`config.mk`:
```
export PLATFORM = sky130hd
export DESIGN_NAME = cart_mapper_flat
export DESIGN_NICKNAME = d
export VERILOG_FILES = /design/src/rtl/cart_mapper_pkg.sv /design/src/rtl/cart_mapper_if.sv /design/src/rtl/cart_mapper_size_detect.sv /design/src/rtl/cart_mapper.sv /design/src/flat_wrapper.sv
export SDC_FILE = /design/constraint.sdc
export NUM_CORES = 1
export LEC_CHECK = 0
export BUFFER_PORTS_ARGS = -buffer_cell sky130_fd_sc_hd__buf_2
export CAP_MARGIN = 15
export CORE_MARGIN = 4
export CORE_UTILIZATION = 50
export CTS_BUF_LIST = sky130_fd_sc_hd__clkbuf_4
export CTS_CLUSTER_DIAMETER = 40
export DETAILED_ROUTE_END_ITERATION = 12
export PLACE_DENSITY = 0.88
export SYNTH_ARGS = -nofsm -noshare
export SYNTH_HDL_FRONTEND = slang
export SYNTH_HIERARCHICAL = 1
export SYNTH_SLANG_ARGS = --single-unit
```
`constraint.sdc`:
```
create_clock -name clk_sys -period 4.6 [get_ports clk_sys]
set_input_delay 0.46 -clock clk_sys [delete_from_list [all_inputs] [get_ports clk_sys]]
set_output_delay 0.46 -clock clk_sys [all_outputs]
set_load 0.05 [all_outputs]
```
`src/rtl/cart_mapper_pkg.sv`:
```
// cart_mapper_pkg: shared types and constants for the cartridge bank-switching
// mapper.
//   scheme_t        - mapping scheme codes as reported on the scheme output
//   HS_*            - hotspot addresses on the 13-bit 6507 address bus
//   E0_FIXED_SLICE  - bank permanently mapped into the top 1K slice in E0 mode
package cart_mapper_pkg;

  typedef enum logic [2:0] {
    SCHEME_NONE = 3'd0,
    SCHEME_F8   = 3'd1,
    SCHEME_FE   = 3'd2,
    SCHEME_F6   = 3'd3,
    SCHEME_F4   = 3'd4,
    SCHEME_E0   = 3'd5
  } scheme_t;

  localparam logic [12:0] HS_F8_BANK0 = 13'h1FF8;
  localparam logic [12:0] HS_F8_BANK1 = 13'h1FF9;
  localparam logic [12:0] HS_FE_BANK0 = 13'h01FE;
  localparam logic [12:0] HS_FE_BANK1 = 13'h11FE;
  localparam logic [12:0] HS_F6_FIRST = 13'h1FF6;
  localparam logic [12:0] HS_F6_LAST  = 13'h1FF9;
  localparam logic [12:0] HS_F4_FIRST = 13'h1FF4;
  localparam logic [12:0] HS_F4_LAST  = 13'h1FFB;
  localparam logic [12:0] HS_E0_FIRST = 13'h1FE0;
  localparam logic [12:0] HS_E0_LAST  = 13'h1FF7;

  localparam logic [2:0] E0_FIXED_SLICE = 3'd7;

endpackage

```
`src/rtl/cart_mapper_if.sv`:
```
// cart_mapper_if: CPU bus snoop, SPI ROM-load stream and ROM/cart-RAM result
// signals between the console core (master) and cart_mapper (slave).
//   bus_strobe    - one clk_sys pulse per CPU cycle, address stable
//   cpu_addr      - CPU address bus
//   cpu_rnw       - CPU read/not-write
//   cpu_dout      - CPU write data
//   load_active   - SPI ROM load in progress (CPU stalled)
//   load_wr       - one-cycle ROM byte write strobe from the SPI slave
//   load_addr     - ROM byte address of load_wr
//   rom_addr      - mapped ROM read address
//   cart_ram_cs   - CPU is addressing cart RAM
//   cart_ram_dout - cart RAM read data
interface cart_mapper_if #(
  parameter int ROM_AW = 15,
  parameter int CPU_AW = 13
);
  logic              bus_strobe;
  logic [CPU_AW-1:0] cpu_addr;
  logic              cpu_rnw;
  logic [7:0]        cpu_dout;
  logic              load_active;
  logic              load_wr;
  logic [ROM_AW-1:0] load_addr;
  logic [ROM_AW-1:0] rom_addr;
  logic              cart_ram_cs;
  logic [7:0]        cart_ram_dout;

  modport master (
    output bus_strobe, cpu_addr, cpu_rnw, cpu_dout,
    output load_active, load_wr, load_addr,
    input  rom_addr, cart_ram_cs, cart_ram_dout
  );

  modport slave (
    input  bus_strobe, cpu_addr, cpu_rnw, cpu_dout,
    input  load_active, load_wr, load_addr,
    output rom_addr, cart_ram_cs, cart_ram_dout
  );
endinterface

```
`src/rtl/cart_mapper_size_detect.sv`:
```
// cart_size_detect: infers the cartridge image size from the SPI ROM-load
// stream and decodes the active mapping scheme.
//   clk_sys   - system clock
//   load_wr   - ROM byte write strobe
//   load_addr - ROM byte address of load_wr
//   fe_mode   - 8K image uses FE instead of F8
//   e0_mode   - 8K image uses E0 (takes priority over fe_mode)
//   scheme    - decoded scheme
// The size register has no reset: a CPU reset must not forget the loaded
// cartridge. It powers up as 0 through the FPGA configuration.
module cart_size_detect
  import cart_mapper_pkg::*;
(
  input  logic        clk_sys,
  input  logic        load_wr,
  input  logic [14:0] load_addr,
  input  logic        fe_mode,
  input  logic        e0_mode,
  output scheme_t     scheme
);

  // bit0: 8K+, bit1: 16K+, bit2: 32K
  logic [2:0] size;

  // A write at the start of any 16K half restarts detection; the address
  // bits of that same write are still recorded, so set follows clear.
  always_ff @(posedge clk_sys) begin
    if (load_wr) begin
      if (load_addr[13:0] == 14'd0) size <= load_addr[14:12];
      else                          size <= size | load_addr[14:12];
    end
  end

  always_comb begin
    scheme = SCHEME_NONE;
    case (size)
      3'b001: begin
        if (e0_mode)      scheme = SCHEME_E0;
        else if (fe_mode) scheme = SCHEME_FE;
        else              scheme = SCHEME_F8;
      end
      3'b011:  scheme = SCHEME_F6;
      3'b111:  scheme = SCHEME_F4;
      default: scheme = SCHEME_NONE;
    endcase
  end

endmodule

```
`src/rtl/cart_mapper.sv`:
```
// cart_mapper: cartridge bank-switching mapper in front of the 32K cart ROM.
// Snoops CPU hotspot accesses, holds bank / E0 slice state and forms the ROM
// read address for NONE, F8, FE, F6, F4 and E0 cartridges.
//   clk_sys   - system clock
//   reset     - synchronous, active-high; clears bank/slice state only
//   bus       - cart_mapper_if.slave (CPU snoop, load stream, ROM/RAM result)
//   fe_mode   - 8K image uses FE
//   e0_mode   - 8K image uses E0
//   sc_enable - Superchip RAM present
//   scheme    - active scheme code
//   bank      - current bank (slice 0 bank in E0 mode)
// Build option CART_MAPPER_SC_RAM_EN adds the 128x8 Superchip RAM
// (write 1000-107F, read 1080-10FF) for F8/F6/F4; without it cart_ram_cs and
// cart_ram_dout are tied to zero.
module cart_mapper
  import cart_mapper_pkg::*;
#(
  parameter int ROM_AW = 15,
  parameter int CPU_AW = 13
) (
  input  logic        clk_sys,
  input  logic        reset,
  cart_mapper_if.slave bus,
  input  logic        fe_mode,
  input  logic        e0_mode,
  input  logic        sc_enable,
  output logic [2:0]  scheme,
  output logic [2:0]  bank
);

  scheme_t           scheme_w;
  logic [CPU_AW-1:0] a;
  logic [CPU_AW-1:0] f6_off;
  logic [CPU_AW-1:0] f4_off;
  logic              hs_take;
  logic [2:0]        bank_reg, bank_next;
  logic [2:0]        slice0_reg, slice1_reg, slice2_reg;
  logic [2:0]        slice0_next, slice1_next, slice2_next;
  logic [2:0]        e0_sel;
  logic [ROM_AW-1:0] rom_addr_w;
  logic              unused_bits;

  cart_size_detect u_size (
    .clk_sys   (clk_sys),
    .load_wr   (bus.load_wr),
    .load_addr (bus.load_addr),
    .fe_mode   (fe_mode),
    .e0_mode   (e0_mode),
    .scheme    (scheme_w)
  );

  assign a       = bus.cpu_addr;
  assign f6_off  = a - CPU_AW'(HS_F6_FIRST);
  assign f4_off  = a - CPU_AW'(HS_F4_FIRST);
  assign hs_take = bus.bus_strobe && !bus.load_active;

  // Hotspot decode: next bank/slice as if this access were a strobed one.
  always_comb begin
    bank_next   = bank_reg;
    slice0_next = slice0_reg;
    slice1_next = slice1_reg;
    slice2_next = slice2_reg;
    case (scheme_w)
      SCHEME_F8: begin
        if (a == CPU_AW'(HS_F8_BANK0))      bank_next = 3'd0;
        else if (a == CPU_AW'(HS_F8_BANK1)) bank_next = 3'd1;
      end
      SCHEME_FE: begin
        if (a == CPU_AW'(HS_FE_BANK0))      bank_next = 3'd0;
        else if (a == CPU_AW'(HS_FE_BANK1)) bank_next = 3'd1;
      end
      SCHEME_F6: begin
        if (a >= CPU_AW'(HS_F6_FIRST) && a <= CPU_AW'(HS_F6_LAST))
          bank_next = f6_off[2:0];
      end
      SCHEME_F4: begin
        if (a >= CPU_AW'(HS_F4_FIRST) && a <= CPU_AW'(HS_F4_LAST))
          bank_next = f4_off[2:0];
      end
      SCHEME_E0: begin
        // 1FE0/1FE8/1FF0 groups differ only in addr[4:3]
        if (a >= CPU_AW'(HS_E0_FIRST) && a <= CPU_AW'(HS_E0_LAST)) begin
          case (a[4:3])
            2'b00:   slice0_next = a[2:0];
            2'b01:   slice1_next = a[2:0];
            default: slice2_next = a[2:0];
          endcase
        end
      end
      default: ;
    endcase
  end

  // Bank/slice state: updated on the strobe cycle, seen from the next cycle
  always_ff @(posedge clk_sys) begin
    if (reset) begin
      bank_reg   <= 3'd0;
      slice0_reg <= 3'd0;
      slice1_reg <= 3'd1;
      slice2_reg <= 3'd2;
    end else if (hs_take) begin
      bank_reg   <= bank_next;
      slice0_reg <= slice0_next;
      slice1_reg <= slice1_next;
      slice2_reg <= slice2_next;
    end
  end

  always_comb begin
    case (a[11:10])
      2'd0:    e0_sel = slice0_reg;
      2'd1:    e0_sel = slice1_reg;
      2'd2:    e0_sel = slice2_reg;
      default: e0_sel = E0_FIXED_SLICE;
    endcase
  end

  always_comb begin
    rom_addr_w = ROM_AW'({3'b000, a[11:0]});
    case (scheme_w)
      SCHEME_F8, SCHEME_FE, SCHEME_F6, SCHEME_F4:
        rom_addr_w = ROM_AW'({bank_reg, a[11:0]});
      SCHEME_E0:
        rom_addr_w = ROM_AW'({2'b00, e0_sel, a[9:0]});
      default:
        rom_addr_w = ROM_AW'({3'b000, a[11:0]});
    endcase
  end

  assign bus.rom_addr = rom_addr_w;
  assign scheme       = scheme_w;
  assign bank         = (scheme_w == SCHEME_E0) ? slice0_reg : bank_reg;

`ifdef CART_MAPPER_SC_RAM_EN
  logic [7:0] sc_mem [128];
  logic [7:0] ram_dout_p1;
  logic       ram_sel;

  // 1000-10FF, only for the schemes that carry a Superchip
  assign ram_sel = sc_enable && (a[12:8] == 5'h10) &&
                   (scheme_w == SCHEME_F8 || scheme_w == SCHEME_F6 ||
                    scheme_w == SCHEME_F4);

  // Stage p0 -> p1: write on strobe, registered read of the addressed byte
  always_ff @(posedge clk_sys) begin
    if (ram_sel && !a[7] && hs_take) sc_mem[a[6:0]] <= bus.cpu_dout;
    ram_dout_p1 <= sc_mem[a[6:0]];
  end

  assign bus.cart_ram_cs   = ram_sel;
  assign bus.cart_ram_dout = ram_dout_p1;
  // Superchip writes are decoded by address alone
  assign unused_bits = bus.cpu_rnw;
`else
  assign bus.cart_ram_cs   = 1'b0;
  assign bus.cart_ram_dout = 8'h00;
  assign unused_bits = ^{bus.cpu_rnw, bus.cpu_dout, sc_enable};
`endif

endmodule

```
`src/flat_wrapper.sv`:
```
// flat-port wrapper written by rule: the top's interface ports become plain ports
module cart_mapper_flat import cart_mapper_pkg::*;
#(
  parameter int ROM_AW = 15,
  parameter int CPU_AW = 13
)
  (clk_sys, reset, fe_mode, e0_mode, sc_enable, scheme, bank, bus_bus_strobe, bus_cpu_addr, bus_cpu_rnw, bus_cpu_dout, bus_load_active, bus_load_wr, bus_load_addr, bus_rom_addr, bus_cart_ram_cs, bus_cart_ram_dout);
  cart_mapper_if #(.ROM_AW(ROM_AW), .CPU_AW(CPU_AW)) bus_i ();
  input  logic clk_sys;
  input  logic reset;
  input  logic fe_mode;
  input  logic e0_mode;
  input  logic sc_enable;
  output logic [2:0] scheme;
  output logic [2:0] bank;
  input wire logic [$bits(bus_i.bus_strobe)-1:0] bus_bus_strobe;
  input wire logic [$bits(bus_i.cpu_addr)-1:0] bus_cpu_addr;
  input wire logic [$bits(bus_i.cpu_rnw)-1:0] bus_cpu_rnw;
  input wire logic [$bits(bus_i.cpu_dout)-1:0] bus_cpu_dout;
  input wire logic [$bits(bus_i.load_active)-1:0] bus_load_active;
  input wire logic [$bits(bus_i.load_wr)-1:0] bus_load_wr;
  input wire logic [$bits(bus_i.load_addr)-1:0] bus_load_addr;
  output wire logic [$bits(bus_i.rom_addr)-1:0] bus_rom_addr;
  output wire logic [$bits(bus_i.cart_ram_cs)-1:0] bus_cart_ram_cs;
  output wire logic [$bits(bus_i.cart_ram_dout)-1:0] bus_cart_ram_dout;
  assign bus_i.bus_strobe = bus_bus_strobe;
  assign bus_i.cpu_addr = bus_cpu_addr;
  assign bus_i.cpu_rnw = bus_cpu_rnw;
  assign bus_i.cpu_dout = bus_cpu_dout;
  assign bus_i.load_active = bus_load_active;
  assign bus_i.load_wr = bus_load_wr;
  assign bus_i.load_addr = bus_load_addr;
  assign bus_rom_addr = bus_i.rom_addr;
  assign bus_cart_ram_cs = bus_i.cart_ram_cs;
  assign bus_cart_ram_dout = bus_i.cart_ram_dout;
  cart_mapper #(.ROM_AW(ROM_AW), .CPU_AW(CPU_AW)) u_core (.clk_sys(clk_sys), .reset(reset), .bus(bus_i), .fe_mode(fe_mode), .e0_mode(e0_mode), .sc_enable(sc_enable), .scheme(scheme), .bank(bank));
endmodule
```
==> results_dict.tcl, run 1 <==
set metrics [dict create \
    status "complete, no violations" \
    post-cts-setup-buffer-count 0 \
    crit_path_start_kind "flop" \
    syn_area_um2 1370 \
    routed.top_layer "met4" \
    power.switching_w 0.000112 \
    drive_above_1_share_pct 37.5 \
    grt_start_max_net_pins 13 \
    antennaDiodeCount 0 \
    portBuffers 55 \
    setup_viol 0 \
    yosys.area.top_type "dfxtp_1" \
    cp_cell_sequence "or3_1 -> a21boi_0 -> nand3b_4 -> nor2_1 -> a21oi_1 -> o22a_1 -> buf_2" \
    ios 75 \
    required_ns 4.14 \
    yosysSeqAreaShare_pct 24.1 \
    htree_num_levels 1 \
    place_congestion 0.822 \
    ys.flop_type "dfxtp_1" \
    clock-sinks 15 \
    hold_buffers 0 \
    area_delta_synth_final_pct 14.4 \
    cp-endpoint "bus_rom_addr[11]" \
    synth-adder-area-share_pct 4.57 \
    power.density_nw_per_um2 198 \
    cts_resized 0 \
    cts_buffers 3 \
    wl_met3_um 278 \
    synth-simple-area-share_pct 26.8 \
    finalNetCount 251 \
    cp-startpoint "u_core/u_size/size[1]$_DFFE_PP_" \
    cp_num_buf_inv 1 \
    ir_drop_mv 0.223 \
    grt_pass1_vias 1066 \
    p_clk_share_pct 26.6 \
    wire_per_inst_um 13.6 \
    grt_antenna_before_repair 0 \
    comb_power_share_pct 30.0 \
    hold_violations 0 \
    synth_compound_area_share_pct 18.0 \
    dpl.hpwl_um 2510 \
    worstRegToRegCells 7 \
    seq_power_share_pct 43.4 \
    crit_family "compound AO/OA/AOI/OAI gates" \
    setup-tns-final_ns 0 \
    clock_tree.root_cell "clkbuf_4" \
    grt_remaining_overflow 0 \
    drt-initial-drc-count 32 \
    synthMuxAreaShare_pct 9.78 \
    hp-class "in2reg" \
    cp_slowest_cell "a21boi_0" \
    yosys-top-cells-count "buf_4 (19), nor2_1 (17), dfxtp_1 (12), mux2i_1 (10), inv_1 (9)" \
    rsz0062_at_grt "no" \
    die_x_um 60.3 \
    p_int_w 0.000199 \
    wl_met2_um 1500 \
    timing.rr.start "u_core/u_size/size[1]$_DFFE_PP_" \
    ys_warn_count 6 \
    vias 1245 \
    final_antenna_net_count 0 \
    relSlewSlack_pct 43.1 \
    cap_violations 0 \
    synth_top_family_by_area "simple AND/OR/NAND/NOR gates" \
    route.detailed.drc 0 \
    first_pass_iters 4 \
    die_h_um 60.3 \
    cts_tree "done" \
    avgSynthCellArea_um2 8.66 \
    clockBufferDepth 2 \
    worstPathArrival_ns 2.65 \
    synth_top_area_share_pct 17.6 \
    ys_top_cells_by_area "dfxtp_1 (18%), buf_4 (10%), mux2i_1 (7.3%)" \
    max_freq_mhz 321 \
    cp_max_fo 9 \
    synth.distinct_cells 52 \
    syn_inst 158 \
    power.switching_fraction_pct 36.0 \
    grt_pass1_wl_um 4630 \
    slowest_delay_ns 0.67 \
    synth_xor_area_share_pct 0.640 \
    cp.depth 7 \
    die_area_um2 3640 \
    regToRegSetupSlack_ns 1.82 \
    r2r-end "u_core/slice1_reg[1]$_SDFFE_PP0P_" \
    grt_usage_pct 16.8 \
    fin_crit_sh_pct 67.7 \
    ys_ff_latch 15 \
    finalClockSkew_ns 0.00121 \
    routed_via_density 5.41 \
    met1Wirelength_um 1300 \
    synth_most_common_cell "buf_4" \
    drv_slew 0 \
    start_util_pct 53.8 \
    dpl_cell_area_um2 1540 \
    clk_latency_ns 0.29 \
    async_flop_share_pct 0 \
    core_um2 2540 \
    worst_pin_slew_ns 0.846 \
    cp-end-kind "primary output" \
    wirelength_um 3120 \
    fin_crit_ns 3.11 \
    design_area_um2 1570 \
    worstSetupPathType "reg2out" \
    clk_pin_slew_ns 0.09 \
    synth_edf_count 3 \
    p_leak_nw 0.724 \
    rows 18 \
]
[layer usage]
| layer | vias up | track usage [%] |
|---|---|---|
| met1 | 572 | 20.9 |
| met3 | 5 | 4.32 |
| met5 | - | 0 |
| met4 | 0 | 5.70 |
| met2 | 43 | 28.2 |
| li1 | 625 | - |
[placed cells by master (no fill, tap or decap), drive strengths merged, types with 2 or more instances in the layout]
cell type,netlist,layout
buf,25,56
nor2,17,17
dfxtp,12,12
mux2i,10,10
inv,9,9
conb,1,9
a21oi,8,8
nand2,7,7
ha,5,5
clkbuf,1,4
nor4,4,4
o21a,3,3
and2,3,3
mux2,3,3
a21boi,3,3
nor3b,3,3
edfxtp,3,3
and4,3,3
o21ai,2,2
o22a,2,2
nor2b,2,2
nand2b,2,2
a31oi,2,2
a211oi,2,2
or3,2,2
nand4,2,2
nand3b,2,2
o31ai,2,2
[final cells by class]
cell class	count	area (µm²)
Multi-Input combinational cell	116	852
Clock buffer	4	30.0
Fill cell	237	978
Tap cell	30	37.5
Inverter	9	33.8
Timing Repair Buffer	56	283
Sequential cell	15	330
[worst min path at each step]
stage | from | to | slack (ns) | cells after the start
after floorplan | u_core/slice2_reg[1]$_SDFFE_PP1P_ | u_core/slice2_reg[1]$_SDFFE_PP1P_ | 0.44 | 2
after global placement | u_core/slice2_reg[1]$_SDFFE_PP1P_ | u_core/slice2_reg[1]$_SDFFE_PP1P_ | 0.46 | 2
after detailed placement | u_core/bank_reg[0]$_SDFFE_PP0P_ | u_core/bank_reg[0]$_SDFFE_PP0P_ | 0.47 | 2
after CTS | bus_load_wr | u_core/u_size/size[2]$_DFFE_PP_ | 0.40 | 1
after global routing | bus_load_wr | u_core/u_size/size[2]$_DFFE_PP_ | 0.40 | 1
final | bus_load_wr | u_core/u_size/size[1]$_DFFE_PP_ | 0.41 | 1
[power groups by stage]
stage                     clock network, W  logic (W)  registers [W]
final                            0.0000827  0.0000932       0.000135
after global routing             0.0000918  0.0000988       0.000135
after CTS                        0.0000852  0.0000926       0.000135
after detailed placement                 0  0.0000925       0.000138
after global placement                   0  0.0000915       0.000138
after floorplan                          0  0.0000775       0.000138
[worst reg2reg max path, delay by kind of cell (launching register included)]
kind | cells | cell delay [ns]
mux | 1 | 0.19
compound gates | 1 | 0.67
simple gates | 5 | 1.36
flops | 1 | 0.45
[logic make-up (layout without fill, tap and decap cells)]
logic type,Yosys count,count (layout)
and+or+nand+nor,55,55
buffers and inverters,35,69
AOI/OAI and AO/OA,33,33
DFF,15,15
muxes,13,13
adders and majority gates,5,5
other,1,9
xor gates and xnor gates,1,1
[through the flow]
stage | total power, W | util, % | hold slack, ns | setup WS [ns] | instances
final | 0.000311 | 61.6 | 0.410 | 1.49 | 230
after global routing | 0.000325 | 61.6 | 0.403 | 1.34 | 230
after CTS | 0.000313 | 61.6 | 0.400 | 1.53 | 230
after detailed placement | 0.000230 | 60.4 | 0.465 | 1.80 | 226
after global placement | 0.000229 | 60.4 | 0.458 | 1.82 | 226
after floorplan | 0.000215 | - | 0.442 | 0.406 | 166
No activity file was read; power rests on OpenSTA's default activity.
==> run 2, diff against run 1 <==
--- a/config.mk
+++ b/config.mk
@@ -8,11 +8,11 @@
 export BUFFER_PORTS_ARGS = -buffer_cell sky130_fd_sc_hd__buf_2
 export CAP_MARGIN = 15
 export CORE_MARGIN = 4
-export CORE_UTILIZATION = 50
+export CORE_UTILIZATION = 42
 export CTS_BUF_LIST = sky130_fd_sc_hd__clkbuf_4
 export CTS_CLUSTER_DIAMETER = 40
 export DETAILED_ROUTE_END_ITERATION = 12
-export PLACE_DENSITY = 0.88
+export PLACE_DENSITY = 0.79
 export SYNTH_ARGS = -nofsm -noshare
 export SYNTH_HDL_FRONTEND = slang
 export SYNTH_HIERARCHICAL = 1
==> constraint.sdc (replaced) <==
create_clock -name clk_sys -period 2.85 [get_ports clk_sys]
set_input_delay 0.285 -clock clk_sys [delete_from_list [all_inputs] [get_ports clk_sys]]
set_output_delay 0.285 -clock clk_sys [all_outputs]
set_load 0.05 [all_outputs]
==> results_dict.tcl, run 2 (synthesis results as in run 1) <==
set metrics [dict create \
    status "complete, no violations" \
    worstSetupPathType "reg2out" \
    hold_buffers 0 \
    rows 20 \
    clock_tree.root_cell "clkbuf_4" \
    grt_antenna_before_repair 0 \
    power.density_nw_per_um2 314 \
    clockBufferDepth 2 \
    crit_family "compound AO/OA/AOI/OAI gates" \
    cp_max_fo 9 \
    required_ns 2.57 \
    timing.rr.start "u_core/u_size/size[2]$_DFFE_PP_" \
    grt_start_max_net_pins 13 \
    fin_crit_sh_pct 89.6 \
    cp_cell_sequence "or3_1 -> a21boi_2 -> nand3b_4 -> a21oi_1 -> o22a_1 -> buf_2" \
    area_delta_synth_final_pct 16.0 \
    grt_pass1_wl_um 4940 \
    grt_pass1_vias 1162 \
    antennaDiodeCount 0 \
    ir_drop_mv 0.194 \
    post-cts-setup-buffer-count 0 \
    dpl.hpwl_um 2660 \
    grt_busiest_layer "met2" \
    drv_slew 0 \
    cts_resized 0 \
    drt-initial-drc-count 35 \
    portBuffers 55 \
    clock-sinks 15 \
    fin_crit_ns 2.55 \
    first_pass_iters 5 \
    route.detailed.drc 0 \
    vias 1245 \
    crit_path_start_kind "flop" \
    cp_slowest_cell "edfxtp_1" \
    core_um2 3080 \
    grt_usage_pct 14.3 \
    ios 75 \
    max_freq_mhz 392 \
    wirelength_um 3270 \
    setup-tns-final_ns 0 \
    setup_viol 0 \
    hold_violations 0 \
    hp-class "in2reg" \
    finalNetCount 250 \
    grtUsageMet1_pct 16.9 \
    drive_above_1_share_pct 38.7 \
    worst_pin_slew_ns 0.603 \
    start_util_pct 44.5 \
    mostFrequentLayoutCell "buf_2" \
    worstPathArrival_ns 2.27 \
    die_area_um2 4240 \
    cp-end-kind "primary output" \
    cp_num_buf_inv 1 \
    cp-startpoint "u_core/u_size/size[2]$_DFFE_PP_" \
    finalClockSkew_ns 0.00498 \
    htree_num_levels 1 \
    relSlewSlack_pct 59.6 \
    cts_tree "done" \
    wire_per_inst_um 13.5 \
    p_leak_nw 0.724 \
    fill_cells 339 \
    regToRegSetupSlack_ns 0.45 \
    grt_remaining_overflow 0 \
    clk_latency_ns 0.29 \
    die_x_um 65.1 \
    mostFrequentLayoutCells "buf_2 (55), nor2_1 (17), dfxtp_1 (12)" \
    place_congestion 0.819 \
    routed_via_density 5.12 \
    worstHoldStart "bus_load_wr" \
    rsz0062_at_grt "no" \
    met2_usage_pct 26.8 \
    final_antenna_net_count 0 \
    met3_usage_pct 3.08 \
    cts_buffers 3 \
    clk_pin_slew_ns 0.10 \
    multi_input_area_um2 866 \
    seqCellArea_um2 330 \
    slowest_delay_ns 0.48 \
    whs_ns 0.229 \
    die_h_um 65.1 \
    cap_violations 0 \
]
-- run 2: metal layers --
metal  vias up  part of all wire (%)
li1        626                     -
met1       572                    43
met2        47                    49
met3         0                   8.6
met4         0                     0
met5         -                     0
-- run 2: final cells by class --
type | instances | area share, %
flip-flops and latches | 15 | 20.8
clock inverters | 1 | 0.315
multi-input cells | 116 | 54.5
inverters | 9 | 2.13
well taps | 44 | 3.47
repair buffers | 55 | 17.3
clock buffers | 3 | 1.42
-- run 2: metrics by stage --
| stage | worst slack (ns) | utilization (%) | instance area, µm² | total power [W] | std cells |
|---|---|---|---|---|---|
| CTS | 0.300 | 51.6 | 1590 | 0.000505 | 243 |
| global route | 0.164 | 51.6 | 1590 | 0.000522 | 243 |
| floorplan | 0.123 | - | 1410 | 0.000347 | 166 |
| global placement | 0.509 | 50.7 | 1560 | 0.000371 | 239 |
| detailed placement | 0.470 | 50.7 | 1560 | 0.000373 | 239 |
| finish | 0.297 | 51.6 | 1590 | 0.000498 | 243 |
-- run 2: final timing paths --
check | to | cells past startpoint
max | bus_rom_addr[11] | 6
min | u_core/u_size/size[0]$_DFFE_PP_ | 1
max reg2reg | u_core/slice2_reg[1]$_SDFFE_PP1P_ | 7
min reg2reg | u_core/bank_reg[0]$_SDFFE_PP0P_ | 2
-- run 2: power by group --
group	leakage, nW	switching, W	internal [W]	total [W]
clock	0.0177	0.0000776	0.0000521	0.000130
sequential	0.118	0.000000841	0.000217	0.000218
combinational	0.588	0.000111	0.0000401	0.000151
